### src/rtl/cpu_debug_pkg.sv
// Shared definitions for the CPU debug readout path: FSM state encoding and
// default sizing for the register serializer.
package cpu_debug_pkg;

  typedef enum logic [1:0] {
    S_IDLE  = 2'd0,
    S_SHIFT = 2'd1,
    S_DONE  = 2'd2
  } state_t;

  localparam int unsigned DEF_WIDTH = 16;
  localparam int unsigned DEF_CNT_W = 5;
  localparam int unsigned LAST_IDX  = DEF_WIDTH - 1;

endpackage

### src/rtl/shift_reg_16.sv
// Parallel-load, shift-left register with zero fill; load wins over shift.
module shift_reg_16 #(
  parameter int unsigned WIDTH = 16
) (
  input  logic             clk,
  input  logic             rst,
  input  logic             load,
  input  logic             shift,
  input  logic [WIDTH-1:0] d,
  output logic [WIDTH-1:0] q
);

  always_ff @(posedge clk or negedge rst) begin
    if (!rst) begin
      q <= '0;
    end else if (load) begin
      q <= d;
    end else if (shift) begin
      q <= {q[WIDTH-2:0], 1'b0};
    end
  end

endmodule

### src/rtl/reg_readout_serializer.sv
// Snapshots an observed register on request and streams it out MSB first
// over a valid/ready handshake; outputs decode registered state only.
module reg_readout_serializer
  import cpu_debug_pkg::*;
#(
  parameter int unsigned WIDTH = DEF_WIDTH,
  parameter int unsigned CNT_W = DEF_CNT_W
) (
  input  logic             clk,
  input  logic             rst,
  input  logic             req,
  input  logic [WIDTH-1:0] d,
  output logic             sdo,
  output logic             sdo_valid,
  input  logic             sdo_ready,
  output logic             busy,
  output logic             done,
  output logic [WIDTH-1:0] snap
);

  localparam logic [CNT_W-1:0] LAST_CNT = CNT_W'(WIDTH - 1);

  state_t           state;
  state_t           state_nxt;
  logic [CNT_W-1:0] count;
  logic [CNT_W-1:0] count_nxt;
  logic [WIDTH-1:0] sr_q;
  logic [WIDTH-1:0] snap_q;
  logic             load;
  logic             shift;

  shift_reg_16 #(
    .WIDTH(WIDTH)
  ) u_shift (
    .clk  (clk),
    .rst  (rst),
    .load (load),
    .shift(shift),
    .d    (d),
    .q    (sr_q)
  );

  always_ff @(posedge clk or negedge rst) begin
    if (!rst) begin
      state  <= S_IDLE;
      count  <= '0;
      snap_q <= '0;
    end else begin
      state <= state_nxt;
      count <= count_nxt;
      if (load) begin
        snap_q <= d;
      end
    end
  end

  always_comb begin
    state_nxt = state;
    count_nxt = count;
    load      = 1'b0;
    shift     = 1'b0;
    unique case (state)
      S_IDLE: begin
        if (req) begin
          load      = 1'b1;
          count_nxt = '0;
          state_nxt = S_SHIFT;
        end
      end
      S_SHIFT: begin
        // A beat moves only when the sink is ready; otherwise everything holds.
        if (sdo_ready) begin
          shift     = 1'b1;
          count_nxt = count + CNT_W'(1);
          if (count == LAST_CNT) begin
            state_nxt = S_DONE;
          end
        end
      end
      S_DONE: begin
        state_nxt = S_IDLE;
      end
      default: begin
        state_nxt = S_IDLE;
      end
    endcase
  end

  assign sdo       = sr_q[WIDTH-1];
  assign sdo_valid = (state == S_SHIFT);
  assign busy      = (state == S_SHIFT) || (state == S_DONE);
  assign done      = (state == S_DONE);
  assign snap      = snap_q;

endmodule
### config.mk
export PLATFORM = sky130hd
export DESIGN_NAME = reg_readout_serializer
export DESIGN_NICKNAME = d
export VERILOG_FILES = /design/src/rtl/cpu_debug_pkg.sv /design/src/rtl/shift_reg_16.sv /design/src/rtl/reg_readout_serializer.sv
export SDC_FILE = /design/constraint.sdc
export NUM_CORES = 1
export LEC_CHECK = 0
export CORE_AREA = 3 3 72 74
export DETAILED_ROUTE_END_ITERATION = 8
export DIE_AREA = 0 0 75 77
export MAX_ROUTING_LAYER = met4
export PLACE_DENSITY = 0.76
export SYNTH_ARGS = -nofsm -noshare
export SYNTH_HDL_FRONTEND = slang
export SYNTH_HIERARCHICAL = 1
export SYNTH_SLANG_ARGS = --single-unit
### constraint.sdc
create_clock -name clk -period 3.7 [get_ports clk]
set_input_delay 0.925 -clock clk [delete_from_list [all_inputs] [get_ports clk]]
set_output_delay 0.925 -clock clk [all_outputs]
set_load 0.01 [all_outputs]
# == Yosys cells after proc, flatten, opt, wreduce, memory -nomap -nowiden ==
# Index checks and enable logic that the tools add are counted.
# word_totals
register_bits,39
word_cells,30
inputBits,20
out_inout_bits,20
# op_classes
eq_ne,6
reduce_logical,6
n_addsub,1
n_mux,13
# op_table
op,n
$mux W16,2
$mux W5,2
$pmux W5 S2,1
$mux W2,3
$reduce_and A3 Y1,2
$add A5 B1 Y5 const B,1
$eq A5 B4 Y1 const B,1
$mux W1,4
$ne A2 B1 Y1 const B,2
$pmux W2 S2,1
$reduce_bool A2 Y1,2
$eq A2 B1 Y1 const B,1
$eq A2 B2 Y1 const B,1
$logic_not A2 Y1,1
$ne A2 B2 Y1 const B,1
$logic_or A1 B1 Y1,1

# == Longest topological paths before layout ==
# depth
depth_word,4
ltp_mapped,8
depth_no_buf,6

# == Hierarchy ==
# Netlist, hierarchy kept.
# modules_own_cells
module,instances,area_per_inst_um2,cells_per_inst
reg_readout_serializer,1,1084.8,83
shift_reg_16,1,742.0,69

# == Worst setup path after synthesis ==
# No wires, ideal clock.
# synth_timing
path_kind,in2reg
start,input sdo_ready
end,register u_shift.q[4]
cell_stages,6
t_arrival_ns,1.658
slack_ns,1.912
path_cell_list,buf_6 > and2_1 > buf_6 > buf_12 > mux2i_1 > o21ai_1
# synth_via
elab_chain_len,3
# synth_lines
element,line_no,rtl
start: declaration,reg_readout_serializer.sv:15,"input logic sdo_ready,"
$mux W1,reg_readout_serializer.sv:72,if (sdo_ready) begin
$mux W1,reg_readout_serializer.sv:62,unique case (state)
net shift,reg_readout_serializer.sv:30,logic shift;
$reduce_bool A2 Y1 (no source line),-,
end signal: assignment,shift_reg_16.sv:19,"q <= {q[WIDTH-2:0], 1'b0};"
end: declaration,shift_reg_16.sv:10,output logic [WIDTH-1:0] q
# The timed path passes the listed nets, and every way through them passes these cells.
# A chain may end at the register's enable or synchronous reset.

# == Final worst setup path ==
# layout_timing
start,register state[1]
end,output sdo_valid
# layout_via
elab_chain_len,1
# layout_lines
element,line_no,rtl
start: declaration,reg_readout_serializer.sv:23,state_t state;
start signal: assignment,reg_readout_serializer.sv:49,state <= state_nxt;
$eq A2 B1 Y1,reg_readout_serializer.sv:90,assign sdo_valid = (state == S_SHIFT);
end: declaration,reg_readout_serializer.sv:14,"output logic sdo_valid,"
# No other way between the ends.

==> reports/metrics.csv <==
metric,value,unit
setup_violations,0,
wire_length_of_the_first_global_routing_pass,5590,um
synth_xor_area_share,0,%
final_layout_size_suffix_gt1_share,14.6,%
worst_setup_path_start_kind,register,
report.final.hold_viol_count,0,
last_weighted_congestion_value_of_the_routability_driven_placer,0.748,
worst_setup_path_endpoint,sdo_valid,
worst_clock_skew,7.79,ps
cell_area_after_technology_mapping,1830,um^2
reg2reg_to,u_shift/q[3]$_DFFE_PN0P_,
r2r_cells,5,
category_of_the_critical_setup_timing_path,register to primary output,
postCtsResizedCells,0,
chipWidth,75,um
synth_warnings,6,
rrSetupSlack,1610,ps
io_pins,40,
post_synth_mux_area_share,19.2,%
yosys.area.top_type,dfrtp_1,
critical_path_fanouts_max,12,
start_util,39.2,%
hold_path_class,register to register,
grt_pass1_vias,1187,
post_cts.repair.setup_buffers,0,
drcViolationCount,0,
synth_simple_gate_area_share,10.5,%
route.vias.total,1220,
fin_crit,2710,ps
clkSlewWorstSetupHoldPaths,70,ps
drt-wirelength-per-cell,13.2,um
worst_slew_margin_rel,44.6,%
insertedDiodeCount,0,
critical_path.endpoint_type,primary output,
clock_sink_count,39,
setup.worst_path.start,state[1]$_DFFE_PN0P_,
main_combinational_cell_family_by_area_after_synthesis,multiplexers,
wirelength,3250,um
n_fill_cell,415,
synth_fp_nets,178,
ctsRootBufferMaster,clkbuf_8,
io_buffers,39,
synth_compound_area_share,7.74,%
grt.total_usage,13.0,%
tritoncts,done,
grt_remaining_overflow,0,
syn_to_final_growth,25.7,%
post-route-period-util,73.4,%
vias_per_cell,4.96,
syn-mean-instance-area,12.0,um^2
syn-instance-count,152,
number_of_distinct_library_cells_after_synthesis,25,
worstReg2RegStart,state[0]$_DFFE_PN0P_,
finalSetupTns,0,ps
async_reset_ff_share,100,%
final_slew_viol_count,0,
die_y,77,um
timing.fmax,368,MHz
critPathArrivalTime,1790,ps
antenna_left,0,
cellPowerDensity,756,nW/um^2
final_core_area_utilization,49.3,%
synth-edff-count,0,
synth_top_cells_by_area,"dfrtp_1 (53%), mux2_2 (10%), mux2i_1 (8.8%)",
stdcell_count,246,
dpl.cell_count,238,
rsz0062_at_grt,no,
clk_path_buf_depth,2,
drt_pass1_iterations,4,
netlist.area_leader.share,53.4,%
max_vdd_drop,0.320,mV
hpwlAfterDp,2370,um
first_iter_violations,57,
fp.dieArea,5780,um^2
p_leak,0.988,nW
timing.max_cap.violations,0,
worst_pin_slew,831,ps
yosys.cell_count.top_type,dfrtp_1,
holdBufCountCts,0,
cts_inserted_buffers,5,
grt_antenna_before_repair,0,
area_share_of_fa_ha_maj_cells_after_synthesis,4.11,%
num-nets-final,217,
run_status,finished clean,
std_cell_rows,25,
critical_path_required,2770,ps
core-area,4660,um^2
clk-insertion-delay-late,280,ps
synth-main-ff-cell,dfrtp_1,
grt_max_degree,40,
seq_area_frac_synth,53.4,%
htree_levels,2,
synth_seq_cells,39,
yosys-top-cells-count,"dfrtp_1 (39), nand2_1 (21), mux2_2 (17), mux2i_1 (16)",
-- cells by family (layout without fill, tap and decap cells) --
| group | Yosys count | count (layout) |
|---|---|---|
| and+or+nand+nor | 36 | 36 |
| buffers and inverters | 13 | 53 |
| adders and majority gates | 6 | 6 |
| DFF | 39 | 39 |
| muxes | 33 | 33 |
| AOI/OAI and AO/OA | 25 | 25 |
-- area by class of cell --
class	instances	area [um^2]	share of cell area, %
tap	54	67.6	2.94
clock buffer	7	76.3	3.32
inverter	5	18.8	0.817
timing repair buffer	40	393	17.1
sequential	39	976	42.5
multi-input combinational	100	759	33.1
clock inverter	1	5.00	0.218
-- worst max-delay path, stage by stage, from the launching register on --
cell,delay [ps]
dfrtp_1,380
inv_1,110
ha_1,400
clkdlybuf4s50_1,620
-- per-stage QoR --
step                area [um^2]  hold WS [ps]  total power, W  worst slack [ps]
detailed placement         2210           496         0.00149               799
finish                     2300           510         0.00174               986
global placement           2210           492         0.00146               852
CTS                        2300           512         0.00176               982
global route               2300           523         0.00187               874
floorplan                  1830           473         0.00118              1910
-- power by group --
part / total (W) / internal [W] / switching, W / leakage (nW)
registers: 0.000733 / 0.000622 / 0.000111 / 0.478
clock network: 0.000263 / 0.000132 / 0.000131 / 0.0422
logic: 0.000739 / 0.000419 / 0.000320 / 0.467
-- how the worst min path moves through the flow --
stage | from | to | slack (ps) | depth (start not counted)
final | snap[13]$_DFFE_PN0P_ | snap[13]$_DFFE_PN0P_ | 510 | 1
after global routing | count[4]$_DFFE_PN0P_ | count[4]$_DFFE_PN0P_ | 520 | 1
after global placement | count[4]$_DFFE_PN0P_ | count[4]$_DFFE_PN0P_ | 490 | 1
after CTS | snap[13]$_DFFE_PN0P_ | snap[13]$_DFFE_PN0P_ | 510 | 1
after detailed placement | snap[2]$_DFFE_PN0P_ | snap[2]$_DFFE_PN0P_ | 500 | 1
after floorplan | count[4]$_DFFE_PN0P_ | count[4]$_DFFE_PN0P_ | 470 | 1
-- registers in the layout, summed over array words and instances (netlist names) --
signal     cells
count          5
snap          16
state          2
u_shift/q     16
-- layout by cell type (no fill, tap or decap), types with 2 or more instances in the layout --
cell type / n
nand2_1: 21
mux2_2: 17
ha_1: 6
o22ai_1: 2
inv_1: 5
mux2i_1: 16
clkdlybuf4s50_1: 38
dfrtp_1: 39
a22o_1: 3
or4b_1: 2
o21ai_0: 9
clkbuf_8: 5
nand3_1: 4
clkbuf_1: 2
nand2b_1: 2
or2b_1: 2
o21ai_1: 9
-- per-layer routing --
layer	GRT usage [%]	wire length, um	vias up
met3	2.36	94	5
li1	-	-	606
met5	-	0	-
met4	5.87	53	0
met2	18.4	1640	20
met1	17.9	1460	589
Note: power is estimated with default switching activity, not from simulation.
==> RTL change 1: new RTL, same settings <==
The package constant `DEF_WIDTH` goes from 16 to 12.
--- a/src/rtl/cpu_debug_pkg.sv
+++ b/src/rtl/cpu_debug_pkg.sv
@@ -8,7 +8,7 @@
     S_DONE  = 2'd2
   } state_t;
 
-  localparam int unsigned DEF_WIDTH = 16;
+  localparam int unsigned DEF_WIDTH = 12;
   localparam int unsigned DEF_CNT_W = 5;
   localparam int unsigned LAST_IDX  = DEF_WIDTH - 1;
 
Ports: changed (resized d and snap); port bits go from 40 to 32. The function was not compared with the original's and may differ.
==> RTL change 1 against the unedited design <==
  * Cell area decreased by 16%
  * Total power is 11% lower
  * Wire length down 14%
  * Synthesized area is 20% lower
  * Hold slack lost 0.0028 ns
  * Worst setup slack worse by 0.013 ns
  * Count of clock-buffer cells in the layout is 1 lower
  * Sequential cell count decreased by 8
  * Critical endpoint unchanged
==> RTL change 1: results (changes against the unedited design) <==
global_routing:
  first_global_vias: 1032  # was 1187
  grt_max_degree: 32  # was 40
  antenna_found_initial: 0  # unchanged
  grt_usage_pct: 10.9  # was 13.0%
  grt_pass1_wl_um: 4710  # was 5590 um
clock_tree:
  cts_resized: 0  # unchanged
  cts_root_buf: "clkbuf_8"  # unchanged
  post_cts_buffers: 0  # unchanged
  clk_pin_slew_ns: 0.06
  numCtsBuffers: 5  # unchanged
  insertion_delay_ns: 0.28  # about the same
  clockBufferDepth: 2  # unchanged
  htreeDepth: 2  # unchanged
synthesis:
  synth_cell_type_count: 25  # unchanged
  synth_compound_area_share_pct: 8.73  # was 7.74%
  synthMuxAreaShare_pct: 18.3  # was 19.2%
  synth.area.top_cells: "dfrtp_1, mux2_2, mux2i_1"  # unchanged
  synth_ff_type: "dfrtp_1"  # unchanged
  syn_area_per_cell_um2: 11.6  # was 12.0 um2
  syn-num-nets: 147  # was 178
  yosys_warnings: 6  # unchanged
  yosysSeqAreaShare_pct: 53.0  # was 53.4%
  async_reset_ff_share_pct: 100  # unchanged
  synth-xor-area-share_pct: 1.20  # was 0%
  synth_fa_ha_area_share_pct: 4.28  # was 4.11%
  synth_commonest_cells: "dfrtp_1, nand2_1, mux2_2"  # unchanged
status:
  outcome: "finished, final reports clean"  # unchanged
sta:
  maxSlewHeadroom_pct: 55.6  # was 44.6%
  finalSetupTns_ns: 0  # unchanged
  skew_ns: 0.00539  # was 0.00779 ns
final_layout:
  diodes: 0  # unchanged
  finish.net_count: 182  # was 217
  fin_cells: 216  # was 246
  drive_gt1_share_pct: 15.4  # was 14.6%
routing:
  wl_per_cell_um: 12.9  # was 13.2 um
  first_iter_violations: 54  # was 57
  via_per_inst: 4.74  # was 4.96
  dr.pass1.iters: 4  # unchanged
  drtAntennaViolNets: 0  # unchanged
power:
  swShare_pct: 31.7  # was 32.4%
  irDropWorstVdd_mv: 0.241  # was 0.320 mV
  p_leak_nw: 0.843  # was 0.988 nW
placed_design:
  gp_congestion: 0.750  # was 0.748
  portBuffers: 31  # was 39
  dp.cells: 208  # was 238
  pre_cts_ws_ns: 1.09  # was 0.799 ns
  hpwl_um: 2040  # was 2370 um
worst_setup_path:
  critPathMaxFanout: 11  # was 12
[RTL change 1: cell types whose count changed after synthesis, moves of 2 or more]
cell,delta
dfrtp_1,-8
nand2_1,-7
mux2i_1,-5
nor2_1,+5
mux2_2,-4
o21ai_0,-3
nand4_1,+2
o22ai_1,-2
or2b_1,-2
or4b_1,-2
xor2_1,+2
[RTL change 1: per-layer routing]
layer,vias up,share of wire (%),track usage (%)
li1,501,-,-
met1,494,46,14.0
met2,22,48,15.1
met3,6,5.2,3.93
met4,0,1.7,4.80
met5,-,0,-
[RTL change 1: metrics by stage]
step                area [um2]  power (mW)
floorplan                 1460       0.960
global placement          1820        1.20
detailed placement        1820        1.22
CTS                       1940        1.56
global route              1940        1.66
finish                    1940        1.55
[RTL change 1: area by class of cell]
class	count	area [um2]
Tap cell	54	67.6
Multi-Input combinational cell	85	631
Clock buffer	6	82.6
Timing Repair Buffer	33	325
Fill cell	442	2730
Clock inverter	2	35.0
Inverter	5	18.8
Sequential cell	31	776
[RTL change 1: power groups by stage]
stage          sequential, mW  clock, mW  combinational [mW]
2_1_floorplan           0.607          0               0.353
3_3_place_gp            0.590          0               0.611
3_5_place_dp            0.594          0               0.627
4_1_cts                 0.588      0.347               0.629
5_1_grt                 0.609      0.364               0.686
6_report                0.588      0.338               0.622
[RTL change 1: worst max-delay path, stage by stage, from the launching register on]
cell             delay [ns]
dfrtp_1                0.39
inv_1                  0.11
ha_1                   0.40
clkdlybuf4s50_1        0.62
[RTL change 1: kinds of logic (layout without fill, tap and decap cells)]
family,count (synthesis),after routing
muxes,25,25
DFF,31,31
adders and majority gates,5,5
buffers and inverters,10,46
AOI/OAI and AO/OA,21,21
xor gates and xnor gates,2,2
and+or+nand+nor,32,32
[RTL change 1: final timing paths]
| path | from | cells past startpoint | to | slack [ns] |
|---|---|---|---|---|
| max | state[1] | 3 | sdo_valid | 0.97 |
| min | snap[5] | 1 | snap[5] | 0.51 |
| max reg2reg | state[1] | 5 | u_shift/q[9] | 1.66 |
| min reg2reg | snap[5] | 1 | snap[5] | 0.51 |
| max in group asynchronous | rst | 2 | state[0] | 2.40 |
| min in group asynchronous | rst | 2 | u_shift/q[6] | 1.03 |
==> RTL change 2: new RTL, same flow settings <==
Made on the original files. Re-encode `state_t` (3 states) as one-hot, 3 bits wide.
--- a/src/rtl/cpu_debug_pkg.sv
+++ b/src/rtl/cpu_debug_pkg.sv
@@ -2,10 +2,10 @@
 // default sizing for the register serializer.
 package cpu_debug_pkg;
 
-  typedef enum logic [1:0] {
-    S_IDLE  = 2'd0,
-    S_SHIFT = 2'd1,
-    S_DONE  = 2'd2
+  typedef enum logic [2:0] {
+    S_IDLE  = 3'b001,
+    S_SHIFT = 3'b010,
+    S_DONE  = 3'b100
   } state_t;
 
   localparam int unsigned DEF_WIDTH = 16;
Function: same outputs for any inputs over 10 cycles, from zero or initial values and one cycle with rst low; not proved beyond that.
==> RTL change 2 against the unedited design <==
  * Fmax increased by 1.1%
  * Wire length decreased by 5.4%
  * Clock power increased by 2%
  * Synthesized area decreased by 3.2%
  * Cell area decreased by 2.0%
  * Clock skew decreased by 0.0020 ns
  * Total power decreased by 4.6%
  * Final cell count decreased by 4.1%
  * Count of clock-buffer cells in the layout decreased by 1
  * Worst setup slack improved by 0.031 ns
  * First-iteration DRC count increased by 18%
  * Non-clock buffer count unchanged
  * Sequential cell count increased by 1
  * Sequential power increased by 1%
==> RTL change 2: results (changes against the unedited design) <==
final_layout:
  multi_input_area_um2: 698  # was 759 um2
  seqCellArea_um2: 1000  # was 976 um2
  nFillCells: 440  # was 415
  finish.net_count: 204  # was 217
  clk_share_pct: 3.45  # was 3.54%
  inverters: 3  # was 5
  comb.multi_input.count: 92  # was 100
  area_growth_pct: 27.2  # was 25.7%
placed_design:
  hpwl_um: 2050  # was 2370 um
  placed_area_um2: 2170  # was 2210 um2
synthesis:
  synth.area.top_cells: "dfrtp_1, mux2i_1, mux2_1"  # was dfrtp_1, mux2_2, mux2i_1
  synth_cell_type_count: 31  # was 25
  syn_area_per_cell_um2: 12.5  # was 12.0 um2
  syn-num-nets: 163  # was 178
  yosysSeqAreaShare_pct: 56.7  # was 53.4%
power:
  p_leak_nw: 0.936  # was 0.988 nW
  p_switching_mw: 0.517  # was 0.562 mW
  combPwrFrac_pct: 39.0  # was 42.6%
routing:
  wl_met2_um: 1490  # was 1640 um
  met1_length_um: 1340  # was 1460 um
  first_iter_violations: 67  # was 57
global_routing:
  met1_usage_pct: 12.9  # was 17.9%
  grt_usage_pct: 12.2  # was 13.0%
  grt_pass1_wl_um: 5210  # was 5590 um
  first_global_vias: 1170  # was 1187
  grt_max_degree: 50  # was 40
  gr-usage-met2_pct: 20.0  # was 18.4%
  met3_usage_pct: 4.33  # was 2.36%
status:
  outcome: "finished, final reports clean"  # unchanged
worst_setup_path:
  cp.arrival_ns: 1.76  # was 1.79 ns
  critPathMaxFanout: 6  # was 12
==> RTL change 2: path summary, 6_finish.rpt <==
check | from | end | slack (ns) | cells after the start
worst max register to register | state[2] | u_shift/q[3] | 1.63 | 6
worst min-delay path | snap[14] | snap[14] | 0.48 | 1
worst max-delay path | state[2] | busy | 1.02 | 3
min in group asynchronous | rst | u_shift/q[15] | 0.75 | 1
worst min register to register | snap[14] | snap[14] | 0.48 | 1
max in group asynchronous | rst | snap[15] | 2.40 | 1
==> RTL change 2: logic make-up (layout without fill, tap and decap cells) <==
kind of cell | Yosys count | count (layout) | synth area share [%]
flops | 40 | 40 | 56.7
simple gates | 32 | 32 | 10.6
mux | 31 | 31 | 18.7
compound gates | 26 | 26 | 8.28
buf+inv | 9 | 50 | 3.82
fa+ha+maj | 2 | 2 | 1.42
xor+xnor | 1 | 1 | 0.495
==> RTL change 2: critical path: stages (launching register included) <==
cell	delay (ns)
dfrtp_1	0.49
nor3b_2	0.30
or2_2	0.16
clkdlybuf4s50_1	0.52
